`src/rtl/dkong_input_cond_if.sv`:
```
// Joystick/pause bundle into the input conditioner and the conditioned,
// active-low player/coin lines it returns to dkong_top.
interface dkong_input_cond_if;
    logic [15:0] I_JOY;
    logic        I_PAUSE;
    logic        O_U_n;
    logic        O_D_n;
    logic        O_L_n;
    logic        O_R_n;
    logic        O_J_n;
    logic        O_S1_n;
    logic        O_S2_n;
    logic        O_C1_n;
    logic        O_COIN_BUSY;

    // Source of the raw joystick word; consumer of the conditioned lines.
    modport master (
        output I_JOY, I_PAUSE,
        input  O_U_n, O_D_n, O_L_n, O_R_n, O_J_n, O_S1_n, O_S2_n, O_C1_n, O_COIN_BUSY
    );

    // The conditioner itself.
    modport slave (
        input  I_JOY, I_PAUSE,
        output O_U_n, O_D_n, O_L_n, O_R_n, O_J_n, O_S1_n, O_S2_n, O_C1_n, O_COIN_BUSY
    );
endinterface

```
`src/rtl/dkong_input_cond.sv`:
```
// Input conditioning between the HPS joystick word and dkong_top:
// per-bit debounce, SOCD resolution, coin pulse stretching with a
// mandatory gap and one queued press, and control gating while paused.
module dkong_input_cond #(
    parameter int DEB_CYCLES  = 24576,
    parameter int COIN_CYCLES = 2457600
) (
    input logic              I_CLK_24576M,
    input logic              I_RESETn,
    dkong_input_cond_if.slave bus
);

    localparam int              DCW       = $clog2(DEB_CYCLES) + 1;
    localparam logic [DCW-1:0]  DEB_LAST  = DCW'(DEB_CYCLES - 1);
    localparam logic [31:0]     COIN_LAST = 32'(COIN_CYCLES - 1);

    // Raw bit positions inside the joystick word.
    localparam int B_R  = 0;
    localparam int B_L  = 1;
    localparam int B_D  = 2;
    localparam int B_U  = 3;
    localparam int B_J  = 4;
    localparam int B_S1 = 5;
    localparam int B_S2 = 6;
    localparam int B_C  = 7;

    typedef enum logic [1:0] {
        IDLE  = 2'd0,
        PULSE = 2'd1,
        GAP   = 2'd2
    } coin_state_e;

    logic [7:0] raw;
    logic       pause;
    logic       unused_joy_hi;

    assign raw           = bus.I_JOY[7:0];
    assign pause         = bus.I_PAUSE;
    assign unused_joy_hi = ^bus.I_JOY[15:8];

    // Debounce state
    logic [7:0]     stable_q, stable_d;
    logic [DCW-1:0] deb_cnt_q [8];
    logic [DCW-1:0] deb_cnt_d [8];

    // Coin FSM state
    coin_state_e state_q, state_d;
    logic [31:0] cnt_q, cnt_d;
    logic        pending_q, pending_d;
    logic        coin_prev_q, coin_prev_d;
    logic        coin_edge;

    // Registered outputs
    logic u_n_q, u_n_d, d_n_q, d_n_d, l_n_q, l_n_d, r_n_q, r_n_d;
    logic j_n_q, j_n_d, s1_n_q, s1_n_d, s2_n_q, s2_n_d;
    logic c1_n_q, c1_n_d, busy_q, busy_d;

    // Per-bit debounce: accept a new level only after DEB_CYCLES consecutive differing samples.
    always_comb begin
        // NOTE: every combinational output gets a default first so no path leaves it unassigned (no latch).
        stable_d = stable_q;
        for (int i = 0; i < 8; i++) begin
            deb_cnt_d[i] = '0;
            if (raw[i] != stable_q[i]) begin
                if (deb_cnt_q[i] == DEB_LAST) begin
                    stable_d[i] = raw[i];
                end else begin
                    deb_cnt_d[i] = deb_cnt_q[i] + DCW'(1);
                end
            end
        end
    end

    // Rising edge of the debounced coin; the edge register follows stable coin even while paused.
    always_comb begin
        coin_prev_d = stable_q[B_C];
        coin_edge   = stable_q[B_C] & ~coin_prev_q;
    end

    // Coin FSM next state: frozen while paused, edges during pause are discarded.
    always_comb begin
        state_d   = state_q;
        cnt_d     = cnt_q;
        pending_d = pending_q;
        if (!pause) begin
            unique case (state_q)
                IDLE: begin
                    if (coin_edge || pending_q) begin
                        state_d   = PULSE;
                        cnt_d     = COIN_LAST;
                        pending_d = 1'b0;
                    end
                end
                PULSE: begin
                    if (coin_edge) pending_d = 1'b1;
                    if (cnt_q == '0) begin
                        state_d = GAP;
                        cnt_d   = COIN_LAST;
                    end else begin
                        cnt_d = cnt_q - 32'd1;
                    end
                end
                GAP: begin
                    if (coin_edge) pending_d = 1'b1;
                    if (cnt_q == '0) begin
                        state_d = IDLE;
                    end else begin
                        cnt_d = cnt_q - 32'd1;
                    end
                end
                default: state_d = IDLE;
            endcase
        end
    end

    // Output values for the next edge: SOCD-resolved directions, pass-through buttons, coin pulse.
    always_comb begin
        u_n_d  = pause | ~(stable_q[B_U] & ~stable_q[B_D]);
        d_n_d  = pause | ~(stable_q[B_D] & ~stable_q[B_U]);
        l_n_d  = pause | ~(stable_q[B_L] & ~stable_q[B_R]);
        r_n_d  = pause | ~(stable_q[B_R] & ~stable_q[B_L]);
        j_n_d  = pause | ~stable_q[B_J];
        s1_n_d = pause | ~stable_q[B_S1];
        s2_n_d = pause | ~stable_q[B_S2];
        c1_n_d = pause | (state_d != PULSE);
        busy_d = (state_d != IDLE);
    end

    // State and output registers with synchronous active-low reset.
    always_ff @(posedge I_CLK_24576M) begin
        // NOTE: sequential state uses non-blocking assignments so all flops update from pre-edge values.
        if (!I_RESETn) begin
            stable_q    <= '0;
            for (int i = 0; i < 8; i++) deb_cnt_q[i] <= '0;
            state_q     <= IDLE;
            cnt_q       <= '0;
            pending_q   <= 1'b0;
            coin_prev_q <= 1'b0;
            u_n_q       <= 1'b1;
            d_n_q       <= 1'b1;
            l_n_q       <= 1'b1;
            r_n_q       <= 1'b1;
            j_n_q       <= 1'b1;
            s1_n_q      <= 1'b1;
            s2_n_q      <= 1'b1;
            c1_n_q      <= 1'b1;
            busy_q      <= 1'b0;
        end else begin
            stable_q    <= stable_d;
            for (int i = 0; i < 8; i++) deb_cnt_q[i] <= deb_cnt_d[i];
            state_q     <= state_d;
            cnt_q       <= cnt_d;
            pending_q   <= pending_d;
            coin_prev_q <= coin_prev_d;
            u_n_q       <= u_n_d;
            d_n_q       <= d_n_d;
            l_n_q       <= l_n_d;
            r_n_q       <= r_n_d;
            j_n_q       <= j_n_d;
            s1_n_q      <= s1_n_d;
            s2_n_q      <= s2_n_d;
            c1_n_q      <= c1_n_d;
            busy_q      <= busy_d;
        end
    end

    assign bus.O_U_n       = u_n_q;
    assign bus.O_D_n       = d_n_q;
    assign bus.O_L_n       = l_n_q;
    assign bus.O_R_n       = r_n_q;
    assign bus.O_J_n       = j_n_q;
    assign bus.O_S1_n      = s1_n_q;
    assign bus.O_S2_n      = s2_n_q;
    assign bus.O_C1_n      = c1_n_q;
    assign bus.O_COIN_BUSY = busy_q;

endmodule
```
`src/flat_wrapper.sv`:
```
// flat-port wrapper written by rule: the top's interface ports become plain ports
module dkong_input_cond_flat 
#(
    parameter int DEB_CYCLES  = 24576,
    parameter int COIN_CYCLES = 2457600
)
  (I_CLK_24576M, I_RESETn, bus_I_JOY, bus_I_PAUSE, bus_O_U_n, bus_O_D_n, bus_O_L_n, bus_O_R_n, bus_O_J_n, bus_O_S1_n, bus_O_S2_n, bus_O_C1_n, bus_O_COIN_BUSY);
  dkong_input_cond_if bus_i ();
  input logic I_CLK_24576M;
  input logic I_RESETn;
  input wire logic [$bits(bus_i.I_JOY)-1:0] bus_I_JOY;
  input wire logic [$bits(bus_i.I_PAUSE)-1:0] bus_I_PAUSE;
  output wire logic [$bits(bus_i.O_U_n)-1:0] bus_O_U_n;
  output wire logic [$bits(bus_i.O_D_n)-1:0] bus_O_D_n;
  output wire logic [$bits(bus_i.O_L_n)-1:0] bus_O_L_n;
  output wire logic [$bits(bus_i.O_R_n)-1:0] bus_O_R_n;
  output wire logic [$bits(bus_i.O_J_n)-1:0] bus_O_J_n;
  output wire logic [$bits(bus_i.O_S1_n)-1:0] bus_O_S1_n;
  output wire logic [$bits(bus_i.O_S2_n)-1:0] bus_O_S2_n;
  output wire logic [$bits(bus_i.O_C1_n)-1:0] bus_O_C1_n;
  output wire logic [$bits(bus_i.O_COIN_BUSY)-1:0] bus_O_COIN_BUSY;
  assign bus_i.I_JOY = bus_I_JOY;
  assign bus_i.I_PAUSE = bus_I_PAUSE;
  assign bus_O_U_n = bus_i.O_U_n;
  assign bus_O_D_n = bus_i.O_D_n;
  assign bus_O_L_n = bus_i.O_L_n;
  assign bus_O_R_n = bus_i.O_R_n;
  assign bus_O_J_n = bus_i.O_J_n;
  assign bus_O_S1_n = bus_i.O_S1_n;
  assign bus_O_S2_n = bus_i.O_S2_n;
  assign bus_O_C1_n = bus_i.O_C1_n;
  assign bus_O_COIN_BUSY = bus_i.O_COIN_BUSY;
  dkong_input_cond #(.DEB_CYCLES(DEB_CYCLES), .COIN_CYCLES(COIN_CYCLES)) u_core (.I_CLK_24576M(I_CLK_24576M), .I_RESETn(I_RESETn), .bus(bus_i));
endmodule
```
`config.mk`:
```
export PLATFORM = sky130hd
export DESIGN_NAME = dkong_input_cond_flat
export DESIGN_NICKNAME = d
export VERILOG_FILES = /design/src/rtl/dkong_input_cond_if.sv /design/src/rtl/dkong_input_cond.sv /design/src/flat_wrapper.sv
export SDC_FILE = /design/constraint.sdc
export NUM_CORES = 1
export LEC_CHECK = 0
export ABC_CLOCK_PERIOD_IN_PS = 2900
export CORE_MARGIN = 10
export CORE_UTILIZATION = 50
export CTS_CLUSTER_DIAMETER = 150
export DETAILED_ROUTE_END_ITERATION = 10
export PLACE_DENSITY_LB_ADDON = 0.25
export SLEW_MARGIN = 0
export SYNTH_ARGS = -nofsm -noshare
export SYNTH_HDL_FRONTEND = slang
export SYNTH_SLANG_ARGS = --single-unit
```
`constraint.sdc`:
```
create_clock -name I_CLK_24576M -period 2.9 [get_ports I_CLK_24576M]
set_input_delay 0.725 -clock I_CLK_24576M [delete_from_list [all_inputs] [get_ports I_CLK_24576M]]
set_output_delay 0.725 -clock I_CLK_24576M [all_outputs]
set_load 0.05 [all_outputs]
```
Word-level counts from Yosys, hierarchy flattened
Memory sizes are Yosys's and may differ from the RTL's.
Index checks and enable logic that the tools add are counted.
Storage, ports and cells
  register bits: 53
  memories: 1
  logic and storage cells: 142
  output and inout port bits: 9
  memory bits (writable): 128
Memory list
  u_core.deb_cnt_q: depth 8, width 16, read ports 8, clocked after memory_dff 0, wr ports 8, line dkong_input_cond.sv:43  | logic [DCW-1:0] deb_cnt_q [8];
Cells by class
  $add $sub $neg: 9
  equality and inequality tests: 22
  muxes and demuxes: 38
  reductions and logical operators: 17
  bitwise operators: 34
Operator list (count)
  2-to-1 mux 16 bit: 24
  adder 16 x 1 -> 16 bit (second input constant): 8
  equality test 16 x 15 -> 1 bit (second input constant): 8
  2-to-1 mux 32 bit: 3
  one-hot mux 32 bit (3 select lines): 1
  logical NOT 32 bit: 1
  subtractor 32 x 1 -> 32 bit (second input constant): 1
  OR 1 bit: 16
  AND reduction 2 bit: 8
  NOT 1 bit: 13
  2-to-1 mux 2 bit: 4
  inequality test 1 bit: 8
  AND reduction 4 bit: 2
  inequality test 2 x 1 -> 1 bit (second input constant): 3
  one-hot mux 2 bit (3 select lines): 1
  AND 1 bit: 5
  2-to-1 mux 1 bit: 4
  nonzero test 2 bit: 2
  nonzero test 3 bit: 1
  equality test 2 x 1 -> 1 bit (second input constant): 1
  equality test 2 bit (second input constant): 1
  logical NOT 2 bit: 1
  inequality test 2 bit (second input constant): 1
  one-hot mux 1 bit (2 select lines): 1
  other kinds (2): 2

Depth between registers and ports, before layout
  depth in word-level cells: 8
  depth in mapped cells: 9
  depth with buffers taken out: 8

Worst setup path before layout
No wires, ideal clock.
  path type: register to register
  from: reg u_core.cnt_q[8]
  to: reg u_core.cnt_q[27]
  cell stages (with the launch flop): 9
  slack: 694 ps
  setup time: 115 ps
  data arrival time: 2092 ps
  cell sequence: dfxtp_1 or4_1 buf_2 nor3_4 and3_4 mux2i_2 o311ai_4 buf_6 nor2_1
On the way
  word-level cells in the longest chain between the ends: 3
  elaborated cells between the ends (all ways): 7
  those cells by class: add/sub: 1; eq/ne: 1; mux: 3; reduce/logical: 2
Ends and longest elaborated chain
  start: declaration: line dkong_input_cond.sv:48  | logic [31:0] cnt_q, cnt_d;
  start signal: assignment: line dkong_input_cond.sv:152  | cnt_q <= cnt_d;
  subtractor 32 x 1 -> 32 bit or logical NOT 32 bit (tied branches)
  2-to-1 mux 32 bit, or another cell as far along: line dkong_input_cond.sv:105  | if (cnt_q == '0) begin
  one-hot mux 32 bit (3 select lines) or AND reduction 4 bit (tied branches)
Several ways; a longest one is shown, not always the timed one. The select of a mux whose other input is x is not followed.
A chain may end at the register's enable or synchronous reset.

Worst setup path in the final report
  from: reg u_core.cnt_q[8]
  to: reg u_core.cnt_q[20]
Same word-level chain as after synthesis.

==> metrics.yaml <==
status:
  run_status: "complete, no violations"
timing:
  timing_max_transition_violations_final: 0
  setup_tns_final_ps: 0
  timing.final.crit_share_pct: 86.35
  clock-skew-final_ps: 8.993
  setup_viol: 0
  period_needed_ps: 2504
  hold_slack_ps: 410.8
  unrepaired_setup_endpoints_after_global_routing: "false"
  slew_headroom_pct: 54.52
  hold_viol_final: 0
  worst_slew_pin_slew_ps: 680.6
  max_freq_mhz: 399.3
finish:
  finalNonFillerCells: 1185
  final_net_count: 989
  areaGrowthSynthToFinish_pct: 13.26
  fill_count: 1446
  postLayoutCoreUtil_pct: 57.39
  num_antenna_cells: 0
  fraction_of_final_layout_cells_sized_beyond_drive_strength_1_pct: 7.018
  layout_common_cells: "sky130_fd_sc_hd__nor2_1, sky130_fd_sc_hd__dfxtp_1, sky130_fd_sc_hd__xor2_1"
  leading_cell_type_in_the_layout_fill_and_taps_excluded: "sky130_fd_sc_hd__nor2_1"
clock_tree:
  post_cts.repair.setup_buffers: 0
  cts.reportedPaths.clkPinSlew_ps: 70
  bufs_on_longest_clock_path: 2
  ctsResizeCount: 0
  clock-root-buffer: "sky130_fd_sc_hd__clkbuf_16"
  ctsHtreeMaxLevel: 4
  clock_sinks: 181
  hold_buf_cts: 0
  clock_insertion_delay_worst_skew_ps: 430
  cts-buffers-inserted: 17
  tritoncts: "yes"
drt:
  drtPass1Iterations: 4
  drt-wirelength-per-cell_um: 12.26
  first_iter_violations: 227
  total_via_count_in_the_routed_design: 6082
  drcViolationCount: 0
  drt-total-wl_um: 14530
  detail-route-antenna-nets: 0
  viasPerCell: 5.132
hold_path:
  hold_start: "u_core.stable_q[4]"
  hold_path_class: "flip-flop to flip-flop"
setup_path:
  worst-r2r-cell-count: 6
  worst-r2r-setup-slack_ps: 400
  r2r-start: "u_core.cnt_q[8]"
  crit_required_ps: 3190
  startpoint_type: "flip-flop"
  worstPathArrival_ps: 2790
  largest_fanout_on_the_critical_path: 14
  cp-end-kind: "flip-flop"
  critical_path.endpoint: "u_core.cnt_q[20]"
  crit_start: "u_core.cnt_q[8]"
  path_class: "flip-flop to flip-flop"
  rr_endpoint: "u_core.cnt_q[20]"
power:
  power.static_leakage_uw: 0.003332
  p_int_uw: 3694
  total_switching_power_uw: 1128
  switching_part_of_the_total_pct: 23.40
  clock_power_share_pct: 46.0
  peak_supply_drop_uv: 422.8
  p_seq_share_pct: 51.9
  total_power_uw: 4822
  pwr_density_cell_nw_per_um2: 530.8
  power.combinational.fraction_pct: 2.1
global_route:
  wire_length_of_the_first_global_routing_pass_um: 25960
  gr-total-overflow: 0
  vias_in_the_first_global_route: 5747
  grt_usage_pct: 14.01
  antenna_violations_before_repair: 0
  grt_start_max_net_pins: 41
floorplan:
  initial_core_util_pct: 50.67
  pin_count: 28
  die_y_um: 146.7
  design.die.area_um2: 21510
  row_count: 46
  floorplan.die.width_um: 146.7
  floorplan.core_area_um2: 15830
placement:
  place.gp.congestion: 0.8418
  post-dp-hpwl_um: 9951
  io_buffers: 19
  dpl.cell_count: 1153
logic_synthesis:
  yosys_warnings: 0
  ys_dominant_reg_cell: "sky130_fd_sc_hd__dfxtp_1"
  asyncSetResetFlopFracSynth_pct: 0
  post_synth_inst_count: 927
  average_instance_area_after_synthesis_um2: 8.652
  syn-cell-area_um2: 8020
  yosys.cell_types.count: 56
  edff_count_synth: 0
  ys_seq_elements: 181
  synth-seq-area-share_pct: 45.18
  synthesis.nets: 960
run:
  drv_cap: 0
-- cell usage after synthesis (3+ instances only) --
master | instances | area share, %
sky130_fd_sc_hd__and4_1 | 11 | 1.2
sky130_fd_sc_hd__or3_1 | 7 | 0.55
sky130_fd_sc_hd__ha_1 | 14 | 2.2
sky130_fd_sc_hd__xnor2_1 | 47 | 5.1
sky130_fd_sc_hd__and2_1 | 6 | 0.47
sky130_fd_sc_hd__nor4_1 | 9 | 0.70
sky130_fd_sc_hd__nor3b_1 | 3 | 0.28
sky130_fd_sc_hd__nand2_1 | 61 | 2.9
sky130_fd_sc_hd__xor2_1 | 86 | 9.4
sky130_fd_sc_hd__clkbuf_1 | 19 | 0.89
sky130_fd_sc_hd__nor2b_1 | 10 | 0.78
sky130_fd_sc_hd__mux2i_1 | 8 | 1.0
sky130_fd_sc_hd__dfxtp_1 | 181 | 45
sky130_fd_sc_hd__or4_1 | 6 | 0.56
sky130_fd_sc_hd__and3_1 | 25 | 2.0
sky130_fd_sc_hd__nor3_1 | 25 | 1.6
sky130_fd_sc_hd__a21oi_1 | 26 | 1.6
sky130_fd_sc_hd__o21ai_0 | 23 | 1.4
sky130_fd_sc_hd__o22ai_1 | 3 | 0.23
sky130_fd_sc_hd__a31oi_1 | 3 | 0.23
sky130_fd_sc_hd__nor4b_1 | 4 | 0.44
sky130_fd_sc_hd__inv_1 | 28 | 1.3
sky130_fd_sc_hd__nand2b_1 | 4 | 0.31
sky130_fd_sc_hd__nand3_1 | 60 | 3.7
sky130_fd_sc_hd__nand4_1 | 25 | 2.0
sky130_fd_sc_hd__nor2_1 | 188 | 8.8
sky130_fd_sc_hd__nand3b_1 | 5 | 0.47
sky130_fd_sc_hd__or2_2 | 6 | 0.47
-- metal layers --
layer | track usage, % | vias up | wire length [um] | part of all wire (%)
li1 | - | 3198 | - | -
met1 | 17.69 | 2805 | 7174 | 49
met2 | 22.49 | 60 | 6668 | 46
met3 | 3.677 | 19 | 441 | 3.0
met4 | 5.105 | 0 | 244 | 1.7
met5 | 0 | - | 0 | 0
-- state kept, by name, indices dropped and copies added (netlist names), 2 cells and up --
signal            cells
u_core.cnt_q         32
u_core.deb_cnt_q    128
u_core.stable_q       8
u_core.state_q        2
-- power groups by stage --
| stage | Combinational, uW | Clock [uW] | Sequential [uW] |
|---|---|---|---|
| global placement | 100 | 0 | 2560 |
| finish | 99.5 | 2220 | 2500 |
| detailed placement | 100 | 0 | 2560 |
| CTS | 102 | 2280 | 2500 |
| floorplan | 61.8 | 0 | 2560 |
| global route | 112 | 2380 | 2500 |
-- area by class of cell --
type / instances / area, um^2 / share of cell area, %
multi-input combinational: 695 / 4195 / 46.18
clock buffer: 18 / 439.2 / 4.835
tap: 216 / 270.3 / 2.975
inverter: 28 / 105.1 / 1.157
clock inverter: 14 / 142.6 / 1.570
timing repair buffer: 33 / 307.8 / 3.388
sequential: 181 / 3623 / 39.89
-- worst min path at each step --
stage / end / slack (ps) / depth (start not counted)
floorplan: u_core.bus.O_J_n / 380 / 1
finish: u_core.bus.O_J_n / 410 / 1
global route: u_core.bus.O_S2_n / 420 / 1
detailed placement: u_core.bus.O_S2_n / 390 / 1
global placement: u_core.bus.O_J_n / 390 / 1
CTS: u_core.bus.O_S2_n / 410 / 1
-- cells by family after synthesis --
group | after synthesis | share of synthesized area, %
buffers and inverters | 51 | 2.512
muxes | 9 | 1.170
xor gates and xnor gates | 133 | 14.52
adders and majority gates | 14 | 2.184
and+or+nand+nor | 465 | 28.49
DFF | 181 | 45.18
AOI/OAI and AO/OA | 74 | 5.944
-- critical path, cell delays in order (launching register included) --
cell and delay (ps):
sky130_fd_sc_hd__dfxtp_1 360, sky130_fd_sc_hd__or4_1 690, sky130_fd_sc_hd__nor3_4 240, sky130_fd_sc_hd__and3_4 240, sky130_fd_sc_hd__mux2i_2 80, sky130_fd_sc_hd__o311ai_4 630
sky130_fd_sc_hd__nor2_1 110
-- per-stage QoR --
stage / setup slack [ps] / area [um^2]
floorplan: 693.8 / 8020
global placement: 280.1 / 8502
detailed placement: 313.0 / 8502
CTS: 376.9 / 9084
global route: 228.7 / 9084
finish: 395.8 / 9084
(Power assumes the default switching activity.)
